--- src/rtl/sevenseg_decoder.sv ---
//------------------------------------------------------------------------------
// Module   : sevenseg_decoder
// Purpose  : Debounces an active-low seven-segment pattern (gfe_dcba), decodes
//            it back to a 0-9 digit, flags blank/illegal codes and shifts each
//            accepted digit into a newest-at-[3:0] history register.
// Revision : 1.0 - initial release
//------------------------------------------------------------------------------
`default_nettype none

module sevenseg_decoder #(
  parameter int STABLE_CYCLES = 4,  // 1..15
  parameter int DEPTH         = 4   // 1..7
) (
  input  logic                 clk,
  input  logic                 reset_n,
  input  logic                 sample_en,
  input  logic                 clear,
  input  logic [6:0]           ledsegments,
  output logic [3:0]           digit,
  output logic                 digit_valid,
  output logic                 blank,
  output logic                 code_error,
  output logic [4*DEPTH-1:0]   history,
  output logic [2:0]           count
);

  localparam logic [1:0] S_IDLE   = 2'd0;
  localparam logic [1:0] S_SETTLE = 2'd1;
  localparam logic [1:0] S_LOCKED = 2'd2;

  localparam logic [3:0] C_STABLE  = 4'(STABLE_CYCLES);
  localparam logic [2:0] C_DEPTH   = 3'(DEPTH);
  localparam logic [6:0] C_BLANK   = 7'b111_1111;

  logic [1:0]         r_state;
  logic [6:0]         r_cand;
  logic [3:0]         r_stab;
  logic [3:0]         r_digit;
  logic               r_digit_valid;
  logic               r_blank;
  logic               r_code_error;
  logic [4*DEPTH-1:0] r_history;
  logic [2:0]         r_count;

  logic               w_match;
  logic               w_load;
  logic               w_update;
  logic [3:0]         w_stab_next;
  logic               w_accept;
  logic [3:0]         w_dec_digit;
  logic               w_is_digit;
  logic               w_is_blank;
  logic [4*DEPTH-1:0] w_hist_shift;

  // Stability tracking: a new candidate starts a run of 1, a repeat extends it
  // (saturating), and the run reaching STABLE_CYCLES is the accept condition.
  always_comb begin
    w_match     = (ledsegments == r_cand);
    w_load      = (r_state == S_IDLE) || !w_match;
    // A matching sample while locked is ignored entirely (no re-emission).
    w_update    = sample_en && !((r_state == S_LOCKED) && w_match);
    if (w_load) begin
      w_stab_next = 4'd1;
    end else if (r_stab == C_STABLE) begin
      w_stab_next = r_stab;
    end else begin
      w_stab_next = r_stab + 4'd1;
    end
    w_accept    = w_update && !clear && (w_stab_next == C_STABLE);
  end

  // Reverse of the BCD-to-segment table; anything not listed is illegal.
  always_comb begin
    w_dec_digit = 4'd0;
    w_is_digit  = 1'b1;
    w_is_blank  = 1'b0;
    case (ledsegments)
      7'b100_0000: w_dec_digit = 4'd0;
      7'b111_1001: w_dec_digit = 4'd1;
      7'b010_0100: w_dec_digit = 4'd2;
      7'b011_0000: w_dec_digit = 4'd3;
      7'b001_1001: w_dec_digit = 4'd4;
      7'b001_0010: w_dec_digit = 4'd5;
      7'b000_0010: w_dec_digit = 4'd6;
      7'b111_1000: w_dec_digit = 4'd7;
      7'b000_0000: w_dec_digit = 4'd8;
      7'b001_0000: w_dec_digit = 4'd9;
      C_BLANK: begin
        w_is_digit = 1'b0;
        w_is_blank = 1'b1;
      end
      default: w_is_digit = 1'b0;
    endcase
  end

  // The history shift needs a lower slice only when more than one digit is kept.
  generate
    if (DEPTH == 1) begin : g_hist_single
      assign w_hist_shift = w_dec_digit;
    end else begin : g_hist_multi
      assign w_hist_shift = {r_history[4*DEPTH-5:0], w_dec_digit};
    end
  endgenerate

  // FSM, candidate/stability registers and registered accept outputs.
  always_ff @(posedge clk or negedge reset_n) begin
    if (!reset_n) begin
      r_state       <= S_IDLE;
      r_cand        <= C_BLANK;
      r_stab        <= 4'd0;
      r_digit       <= 4'd0;
      r_digit_valid <= 1'b0;
      r_blank       <= 1'b0;
      r_code_error  <= 1'b0;
      r_history     <= '0;
      r_count       <= 3'd0;
    end else if (clear) begin
      r_state       <= S_IDLE;
      r_cand        <= C_BLANK;
      r_stab        <= 4'd0;
      r_digit       <= 4'd0;
      r_digit_valid <= 1'b0;
      r_blank       <= 1'b0;
      r_code_error  <= 1'b0;
      r_history     <= '0;
      r_count       <= 3'd0;
    end else begin
      r_digit_valid <= 1'b0;
      r_code_error  <= 1'b0;
      if (w_update) begin
        r_cand  <= ledsegments;
        r_stab  <= w_stab_next;
        r_state <= w_accept ? S_LOCKED : S_SETTLE;
      end
      if (w_accept) begin
        if (w_is_digit) begin
          r_digit       <= w_dec_digit;
          r_digit_valid <= 1'b1;
          r_blank       <= 1'b0;
          r_history     <= w_hist_shift;
          if (r_count != C_DEPTH) begin
            r_count <= r_count + 3'd1;
          end
        end else if (w_is_blank) begin
          r_blank <= 1'b1;
        end else begin
          r_code_error <= 1'b1;
          r_blank      <= 1'b0;
        end
      end
    end
  end

  assign digit       = r_digit;
  assign digit_valid = r_digit_valid;
  assign blank       = r_blank;
  assign code_error  = r_code_error;
  assign history     = r_history;
  assign count       = r_count;

endmodule

`default_nettype wire

--- config.mk ---
export PLATFORM = sky130hd
export DESIGN_NAME = sevenseg_decoder
export DESIGN_NICKNAME = d
export VERILOG_FILES = /design/src/rtl/sevenseg_decoder.sv
export SDC_FILE = /design/constraint.sdc
export NUM_CORES = 1
export LEC_CHECK = 0
export CAP_MARGIN = 20
export CORE_ASPECT_RATIO = 0.5
export CORE_UTILIZATION = 50
export CTS_CLUSTER_SIZE = 16
export DETAILED_ROUTE_END_ITERATION = 7
export MAX_ROUTING_LAYER = met4
export PLACE_DENSITY = 0.84
export SETUP_SLACK_MARGIN = 0.5
export SKIP_CTS_REPAIR_TIMING = 1
export SLEW_MARGIN = 0
export SYNTH_ARGS = -nofsm -noshare
export SYNTH_HDL_FRONTEND = slang
export SYNTH_SLANG_ARGS = --single-unit
--- constraint.sdc ---
create_clock -name clk -period 2.65 [get_ports clk]
set_clock_uncertainty 0.05 [all_clocks]
set_input_delay 0.795 -clock clk [delete_from_list [all_inputs] [get_ports clk]]
set_output_delay 0.795 -clock clk [all_outputs]
set_load 0.01 [all_outputs]
==> flow_metrics.env <==
export IMPL_syn_nets=227
export IMPL_power_density_mw_per_mm2=395
export IMPL_place_gp_congestion=0.895
export IMPL_port_buffer_count=36
export IMPL_grt_pass1_wl_um=8600
export IMPL_synth_edff_count=0
export IMPL_routedWlPerCell_um=18.6
export IMPL_syn_cell_area_mm2=0.00222
export IMPL_synthDistinctLibCells=56
export IMPL_yosysWarnings=0
export IMPL_dr_pass1_iters=5
export IMPL_grt_busiest_layer="met2"
export IMPL_die_y_um=49.1
export IMPL_setup_violations=0
export IMPL_grt_usage_pct=24.8
export IMPL_ys_ff_latch=35
export IMPL_power_leakage_uw=0.00140
export IMPL_drive_above_1_share_pct=37.3
export IMPL_async_reset_ff_share_pct=100
export IMPL_met1_usage_pct=33.5
export IMPL_overflow=0
export IMPL_final_util_pct=79.0
export IMPL_worst_setup_path_type="input pin to flip-flop"
export IMPL_max_freq_mhz=400
export IMPL_setup_tns_ps=0
export IMPL_worst_pin_slew_ps=575
export IMPL_finalCritPeriodShare_pct=94.4
export IMPL_path_cells="buf_6, buf_6, xnor2_4, nand4_4, or4_4, buf_6, a211oi_4, buf_6, mux2i_1"
export IMPL_hold_path_class="flip-flop to flip-flop"
export IMPL_via_count=2044
export IMPL_via_per_inst=5.99
export IMPL_n_antenna_cell=0
export IMPL_cp_num_buf_inv=4
export IMPL_synth_avg_cell_area_um2=10.5
export IMPL_dp_hpwl_um=3690
export IMPL_grt_pass1_vias=1742
export IMPL_cts_tree="built"
export IMPL_drv_cap=0
export IMPL_end_kind="flip-flop"
export IMPL_io_pins=37
export IMPL_rsz0062_at_grt="yes"
export IMPL_clockRootBuffer="clkbuf_8"
export IMPL_htreeDepth=2
export IMPL_crit_slowest_cell="or4_4"
export IMPL_cp_arrival_ps=2660
export IMPL_ant_nets=0
export IMPL_n_fill_cell=238
export IMPL_use_met3_pct=5.45
export IMPL_pre_cts_ws_ps=-379
export IMPL_cpPeakStageDelay_ps=590
export IMPL_rrSetupSlack_ps=230
export IMPL_grt_max_degree=36
export IMPL_cpLargestDelayFamily="simple AND/OR/NAND/NOR gates"
export IMPL_area_growth_pct=45.3
export IMPL_fin_crit_ps=2500
export IMPL_synth_top_flop_cell="dfrtp_1"
export IMPL_route_detailed_drc=0
export IMPL_slew_headroom_pct=61.2
export IMPL_cp_start_kind="input pin"
export IMPL_antenna_found_initial=0
export IMPL_design_core_area_mm2=0.00408
export IMPL_crit_path_max_fanout=5
export IMPL_cp_common_cell="buf_6"
export IMPL_hold_violations=0
export IMPL_wirelength_um=6340
export IMPL_clk_pin_slew_worst_paths_ps=80
export IMPL_nets=301
export IMPL_ys_seq_area_share_pct=39.8
export IMPL_dr_first_iter_drc_count=205
export IMPL_cts_sinks=35
export IMPL_outcome="complete, no violations"
export IMPL_die_w_um=96.3
export IMPL_clockBufferDepth=2
export IMPL_start_util_pct=54.4
export IMPL_rows=16
export IMPL_netlist_instances=212
export IMPL_clk_latency_ps=290
export IMPL_use_met2_pct=38.4
export IMPL_ir_drop_mv=0.359
export IMPL_dieArea_mm2=0.00473
export IMPL_crit_required_ps=2810
export IMPL_numCtsBuffers=5
export IMPL_fin_ws_ps=147
export IMPL_final_max_slew_violation_count=0
-- cell type report --
cell class | count | area [um^2] | share of cell area, %
Clock buffer | 6 | 82.6 | 2.56
Multi-Input combinational cell | 146 | 1340 | 41.4
Clock inverter | 2 | 35.0 | 1.09
Inverter | 15 | 58.8 | 1.82
Tap cell | 54 | 67.6 | 2.09
Sequential cell | 35 | 890 | 27.6
Timing Repair Buffer | 83 | 758 | 23.5
-- placed cells by master, fill, tap and decap left out, drive strengths merged, types with 2 or more instances in the layout --
cell | netlist | routed
nand3b | 4 | 4
or3 | 2 | 2
a2111oi | 2 | 2
inv | 15 | 15
clkdlybuf4s50 | 0 | 28
clkbuf | 4 | 8
xnor2 | 8 | 8
a211oi | 4 | 4
ha | 4 | 4
a211o | 8 | 8
dfstp | 7 | 7
o22ai | 3 | 3
nand3 | 6 | 6
nor2b | 2 | 2
a21oi | 8 | 8
nand2b | 22 | 22
nand2 | 8 | 8
dlymetal6s2s | 0 | 4
nand4 | 4 | 4
nor2 | 10 | 10
nor3 | 5 | 5
o21ai | 4 | 4
dfrtp | 28 | 28
nor4 | 6 | 6
mux2i | 16 | 16
buf | 12 | 49
-- worst reg2reg max path, delay by kind of cell, from the launching register on --
family / cells / cell delay (ps)
and+or+nand+nor: 2 / 600
DFF: 1 / 450
buffers and inverters: 3 / 430
AOI/OAI and AO/OA: 1 / 270
xor gates and xnor gates: 1 / 190
muxes: 1 / 190
adders and majority gates: 1 / 160
-- kinds of logic (layout without fill, tap and decap cells) --
| logic type | after synthesis | after routing | share of synthesized area (%) |
|---|---|---|---|
| AOI/OAI and AO/OA | 41 | 41 | 16.3 |
| and+or+nand+nor | 76 | 76 | 21.1 |
| DFF | 35 | 35 | 39.8 |
| adders and majority gates | 4 | 4 | 2.25 |
| buffers and inverters | 31 | 106 | 7.49 |
| xor gates and xnor gates | 9 | 9 | 5.91 |
| muxes | 16 | 16 | 7.21 |
-- routing by layer --
metal	vias up	routed length (um)
met5	-	0
met4	0	178
met3	21	478
met2	131	3010
met1	987	2670
li1	905	-
-- per-stage QoR --
stage	cells	hold WS (ps)	power, uW	cell area (um^2)
after global routing	341	512	1320	3230
final	341	491	1270	3230
after CTS	331	468	1230	2960
after global placement	323	437	729	2850
after detailed placement	323	461	734	2850
after floorplan	212	418	667	2250
-- sequential cells by signal, summed over array words and instances, names as in the netlist --
| register | count |
|---|---|
| history | 13 |
| r_cand | 7 |
| r_stab | 4 |
| count | 3 |
| digit | 3 |
| r_state | 2 |
| blank | 1 |
| code_error | 1 |
| digit_valid | 1 |
-- power breakdown --
group	leakage [uW]	internal (uW)	switching (uW)	total, uW
Clock	0.0000612	304	203	508
Sequential	0.000456	549	14.5	564
Combinational	0.000880	97.9	104	202
Total	0.00140	952	322	1270
-- path summary, 6_finish.rpt --
kind / cells past startpoint / start / end
worst max-delay path: 9 / ledsegments[0] / digit[1]
worst min-delay path: 2 / history[12] / history[12]
worst max register to register: 9 / r_stab[0] / digit[1]
worst min register to register: 2 / history[12] / history[12]
max in group asynchronous: 2 / reset_n / r_cand[4]
min in group asynchronous: 2 / reset_n / r_stab[3]
-- Yosys cell counts (2+ instances only) --
cell | n | area share, %
inv_1 | 15 | 2.5
or3_1 | 2 | 0.56
clkbuf_1 | 4 | 0.68
nor4_1 | 5 | 1.4
buf_2 | 4 | 0.90
ha_1 | 4 | 2.3
nand2b_1 | 22 | 6.2
nand3_1 | 5 | 1.1
nand3b_1 | 4 | 1.4
dfrtp_1 | 28 | 32
nor2_1 | 10 | 1.7
a211o_1 | 7 | 2.8
mux2i_1 | 16 | 7.2
xnor2_2 | 2 | 1.5
a211oi_1 | 2 | 0.68
nand2_1 | 8 | 1.4
nor2b_1 | 2 | 0.56
a211oi_2 | 2 | 1.1
dfstp_2 | 7 | 8.3
o21ai_0 | 3 | 0.68
a21oi_1 | 8 | 1.8
nand4_1 | 3 | 0.84
buf_6 | 4 | 2.0
o22ai_1 | 3 | 0.84
nor3_1 | 4 | 0.90
xnor2_1 | 4 | 1.6
xnor2_4 | 2 | 2.5
buf_4 | 4 | 1.4
No activity file was read; power rests on OpenSTA's default activity.
==> RTL change 1, RTL diff (same flow settings) <==
Change the parameter `DEPTH` from 4 to 2.
--- a/src/rtl/sevenseg_decoder.sv
+++ b/src/rtl/sevenseg_decoder.sv
@@ -10,5 +10,5 @@
 module sevenseg_decoder #(
   parameter int STABLE_CYCLES = 4,  // 1..15
-  parameter int DEPTH         = 4   // 1..7
+  parameter int DEPTH         = 2   // 1..7
 ) (
   input  logic                 clk,
Ports: changed (resized history); port bits go from 37 to 29. No check against the original RTL was run, so the function may have changed too.
==> RTL change 1 against the original RTL <==
Register-to-register slack improved by 0.30 ns; worst setup slack improved by 0.36 ns; area after synthesis shrank 20%; critical path type unchanged; largest power group unchanged; synthesized cell count is 13% lower; sequential cell count shrank 8; power shrank 30%; final cell count fell by 16%; non-clock buffer count fell by 19; global-route usage decreased by 0.12 points; highest routed layer unchanged; design area is 21% lower; wire length is 22% lower; first-iteration DRC count is 46% lower.
==> RTL change 1: results (changes against the original RTL) <==
HPWL after DPL=3190 um (-14%); list of most frequent post-synthesis cells=sky130_fd_sc_hd__nand2_1, sky130_fd_sc_hd__dfrtp_1, sky130_fd_sc_hd__mux2i_1; master of the slowest instance on the critical path=sky130_fd_sc_hd__mux2_1; largest driver fanout on the critical path=10 (+5); Non-CTS buffers=64 (-23%); width of the die=86.4 um (-10%); routed via count divided by cell count=5.78 (-3.5%); highest ir drop seen on vdd=0.277 mV (-23%); non-clock inverter instance count of the final layout=6 (-9); DRT met1 WL=2260 um (-15%); wire length of the first global-routing pass=6790 um (-21%); Final Wtd Congestion=0.872 (-2.5%); post-synth cell types=52 (-7.1%); Final Routed Wirelength=4950 um (-22%); Post-Place Setup Slack=-0.228 ns (+0.152 ns); FMAX=466 MHz (+17%); met3 WL post-DR=297 um (-38%); number of filler cells placed in the layout=186 (-22%); endpoint of the worst-slack reg-to-reg timing path=blank; Final Util=80.2% (+1.1 points); slack of the worst reg-to-reg path=0.53 ns (+0.30 ns); number of global-route vias before repair=1428 (-18%); instance count after placement with tap cells included=272 (-16%); outcome=finished clean; worst hold-check slack=0.491 ns (-0.000744 ns); net count reported at finish=254 (-16%)
RTL change 1: cell count changes in the layout (fill, tap and decap cells not counted), moves of 6 or more:
cell                              delta
sky130_fd_sc_hd__a211o_1             -7
sky130_fd_sc_hd__buf_4               -7
sky130_fd_sc_hd__clkdlybuf4s50_1     -9
sky130_fd_sc_hd__dfrtp_1             -6
sky130_fd_sc_hd__inv_1               -8
sky130_fd_sc_hd__nand2_1            +15
sky130_fd_sc_hd__nand2b_1           -21
RTL change 1: report_power, final:
| part | switching [mW] | internal (mW) | leakage [nW] |
|---|---|---|---|
| sequential | 0.0130 | 0.426 | 0.348 |
| clock | 0.138 | 0.107 | 0.0217 |
| combinational | 0.105 | 0.0987 | 0.802 |
RTL change 1: cells by family after synthesis:
kind of cell    Yosys count  share of synthesized area, %
buf+inv                  21                          5.70
fa+ha+maj                 4                          2.81
mux                      17                          10.6
flops                    27                          38.5
compound gates           30                          13.2
simple gates             78                          24.9
xor+xnor                  8                          4.36
==> RTL change 2, RTL diff (same flow settings) <==
Made on the original files. Add an input register stage for `sample_en`, `clear` and `ledsegments`, without a reset; this delays them by one clock.
--- a/src/rtl/sevenseg_decoder.sv
+++ b/src/rtl/sevenseg_decoder.sv
@@ -33,4 +33,14 @@
   localparam logic [6:0] C_BLANK   = 7'b111_1111;
 
+  logic sample_en_q;
+  logic clear_q;
+  logic [6:0] ledsegments_q;
+
+  always_ff @(posedge clk) begin
+    sample_en_q   <= sample_en;
+    clear_q       <= clear;
+    ledsegments_q <= ledsegments;
+  end
+
   logic [1:0]         r_state;
   logic [6:0]         r_cand;
@@ -56,8 +66,8 @@
   // (saturating), and the run reaching STABLE_CYCLES is the accept condition.
   always_comb begin
-    w_match     = (ledsegments == r_cand);
+    w_match     = (ledsegments_q == r_cand);
     w_load      = (r_state == S_IDLE) || !w_match;
     // A matching sample while locked is ignored entirely (no re-emission).
-    w_update    = sample_en && !((r_state == S_LOCKED) && w_match);
+    w_update    = sample_en_q && !((r_state == S_LOCKED) && w_match);
     if (w_load) begin
       w_stab_next = 4'd1;
@@ -67,5 +77,5 @@
       w_stab_next = r_stab + 4'd1;
     end
-    w_accept    = w_update && !clear && (w_stab_next == C_STABLE);
+    w_accept    = w_update && !clear_q && (w_stab_next == C_STABLE);
   end
 
@@ -75,5 +85,5 @@
     w_is_digit  = 1'b1;
     w_is_blank  = 1'b0;
-    case (ledsegments)
+    case (ledsegments_q)
       7'b100_0000: w_dec_digit = 4'd0;
       7'b111_1001: w_dec_digit = 4'd1;
@@ -115,5 +125,5 @@
       r_history     <= '0;
       r_count       <= 3'd0;
-    end else if (clear) begin
+    end else if (clear_q) begin
       r_state       <= S_IDLE;
       r_cand        <= C_BLANK;
@@ -129,5 +139,5 @@
       r_code_error  <= 1'b0;
       if (w_update) begin
-        r_cand  <= ledsegments;
+        r_cand  <= ledsegments_q;
         r_stab  <= w_stab_next;
         r_state <= w_accept ? S_LOCKED : S_SETTLE;
Formal check against the unedited RTL: not equivalent (Yosys sat finds a counterexample within 10 cycles, from zero or initial values and one cycle with reset_n low).
==> RTL change 2 against the original RTL <==
Count of clock-buffer cells in the layout unchanged; largest power group unchanged; power rose by 2.5%; global-route usage fell by 0.36 points; design area decreased by 7.7%; sequential cell count is 9 higher; hold slack worse by 0.031 ns; sequential share of layout area increased by 8.4 points; area after synthesis increased by 6.1%; worst setup slack better by 0.021 ns; sequential power grew 28%; core utilization fell by 12 points; wire length shrank 9.6%.
==> RTL change 2: results (changes against the original RTL) <==
part of the Yosys area used for sequential elements=45.2% (+5.4 points); total number of yosys warnings=0 (unchanged); outcome=finished clean; syn nets=242 (+6.6%); Final Wtd Congestion=0.859 (-4.0%); wire length of the first global-routing pass=8990 um (+4.5%); GR Layer Usage met2=37.8% (-0.65 points); number of filler cells placed in the layout=331 (+39%); Post-DP Area=2750 um^2 (-3.4%); Post-Place Setup Slack=0.185 ns (+0.564 ns); leading post-synthesis cells by cell area=sky130_fd_sc_hd__dfrtp_1, sky130_fd_sc_hd__dfstp_2, sky130_fd_sc_hd__dfxtp_1; detailed router's first-iteration violation count=143 (-30%); HPWL after DPL=3740 um (+1.4%); arrival time reported for the critical path endpoint=2.65 ns (about the same); share of total power in combinational logic=10.5% (-5.4 points); net count reported at finish=283 (-6.0%); endpoint of the worst-slack reg-to-reg timing path=digit[2]; hold path endpoint=r_cand[3]; multi-input logic portion of the cell area=41.2% (-0.24 points); clock tree cell share of total cell area=3.11% (-0.54 points); Pre-Repair DR Iteration Count=4 (-1); switching part of the total=26.0% (+0.76 points); reg2reg path depth=8 (-1); width of the die=99.1 um (+2.9%); sw power=0.340 mW (+5.6%); Non-CTS buffers=51 (-39%); met2 routed WL=2770 um (-8.1%); Worst Hold Launch=r_cand[3]; number of combinational gates with multiple inputs=156 (+6.8%); met3 WL post-DR=313 um (-35%); max_cap viols=0 (unchanged); met3 Usage GRT=5.71% (+0.26 points); source of the critical timing path=r_stab[0]; Clk. pwr=0.445 mW (-12%); count of vias placed by the detailed router=1949 (-4.6%); share of cells above drive strength 1=23.4% (-14 points); Final Instance Count excl. Fillers=326 (-4.4%); async set-or-reset flop fraction in the synthesized netlist=79.5% (-20 points); instance count after placement with tap cells included=312 (-3.4%); DRT met1 WL=2560 um (-4.4%); element type at the critical path end=register; GRT Total Usage=24.4% (-0.36 points); deepest level of the CTS H-tree=2 (unchanged)
RTL change 2: kinds of logic after synthesis:
| logic type | synth area share [%] |
|---|---|
| AO/OA/AOI/OAI | 15.6 |
| AND/OR/NAND/NOR | 21.0 |
| flip-flops | 45.2 |
| multiplexers | 4.72 |
| buffers and inverters | 6.85 |
| adder cells (fa/ha/maj) | 2.12 |
| XOR/XNOR | 4.62 |
RTL change 2: worst max-delay path: stages, from the launching register on:
cell and delay, ns:
sky130_fd_sc_hd__dfrtp_2 0.48, sky130_fd_sc_hd__inv_2 0.09, sky130_fd_sc_hd__ha_4 0.15, sky130_fd_sc_hd__nand2b_4 0.05
sky130_fd_sc_hd__a311o_1 0.35, sky130_fd_sc_hd__or4_4 0.61, sky130_fd_sc_hd__a211oi_4 0.21, sky130_fd_sc_hd__buf_6 0.18
sky130_fd_sc_hd__mux2i_1 0.22
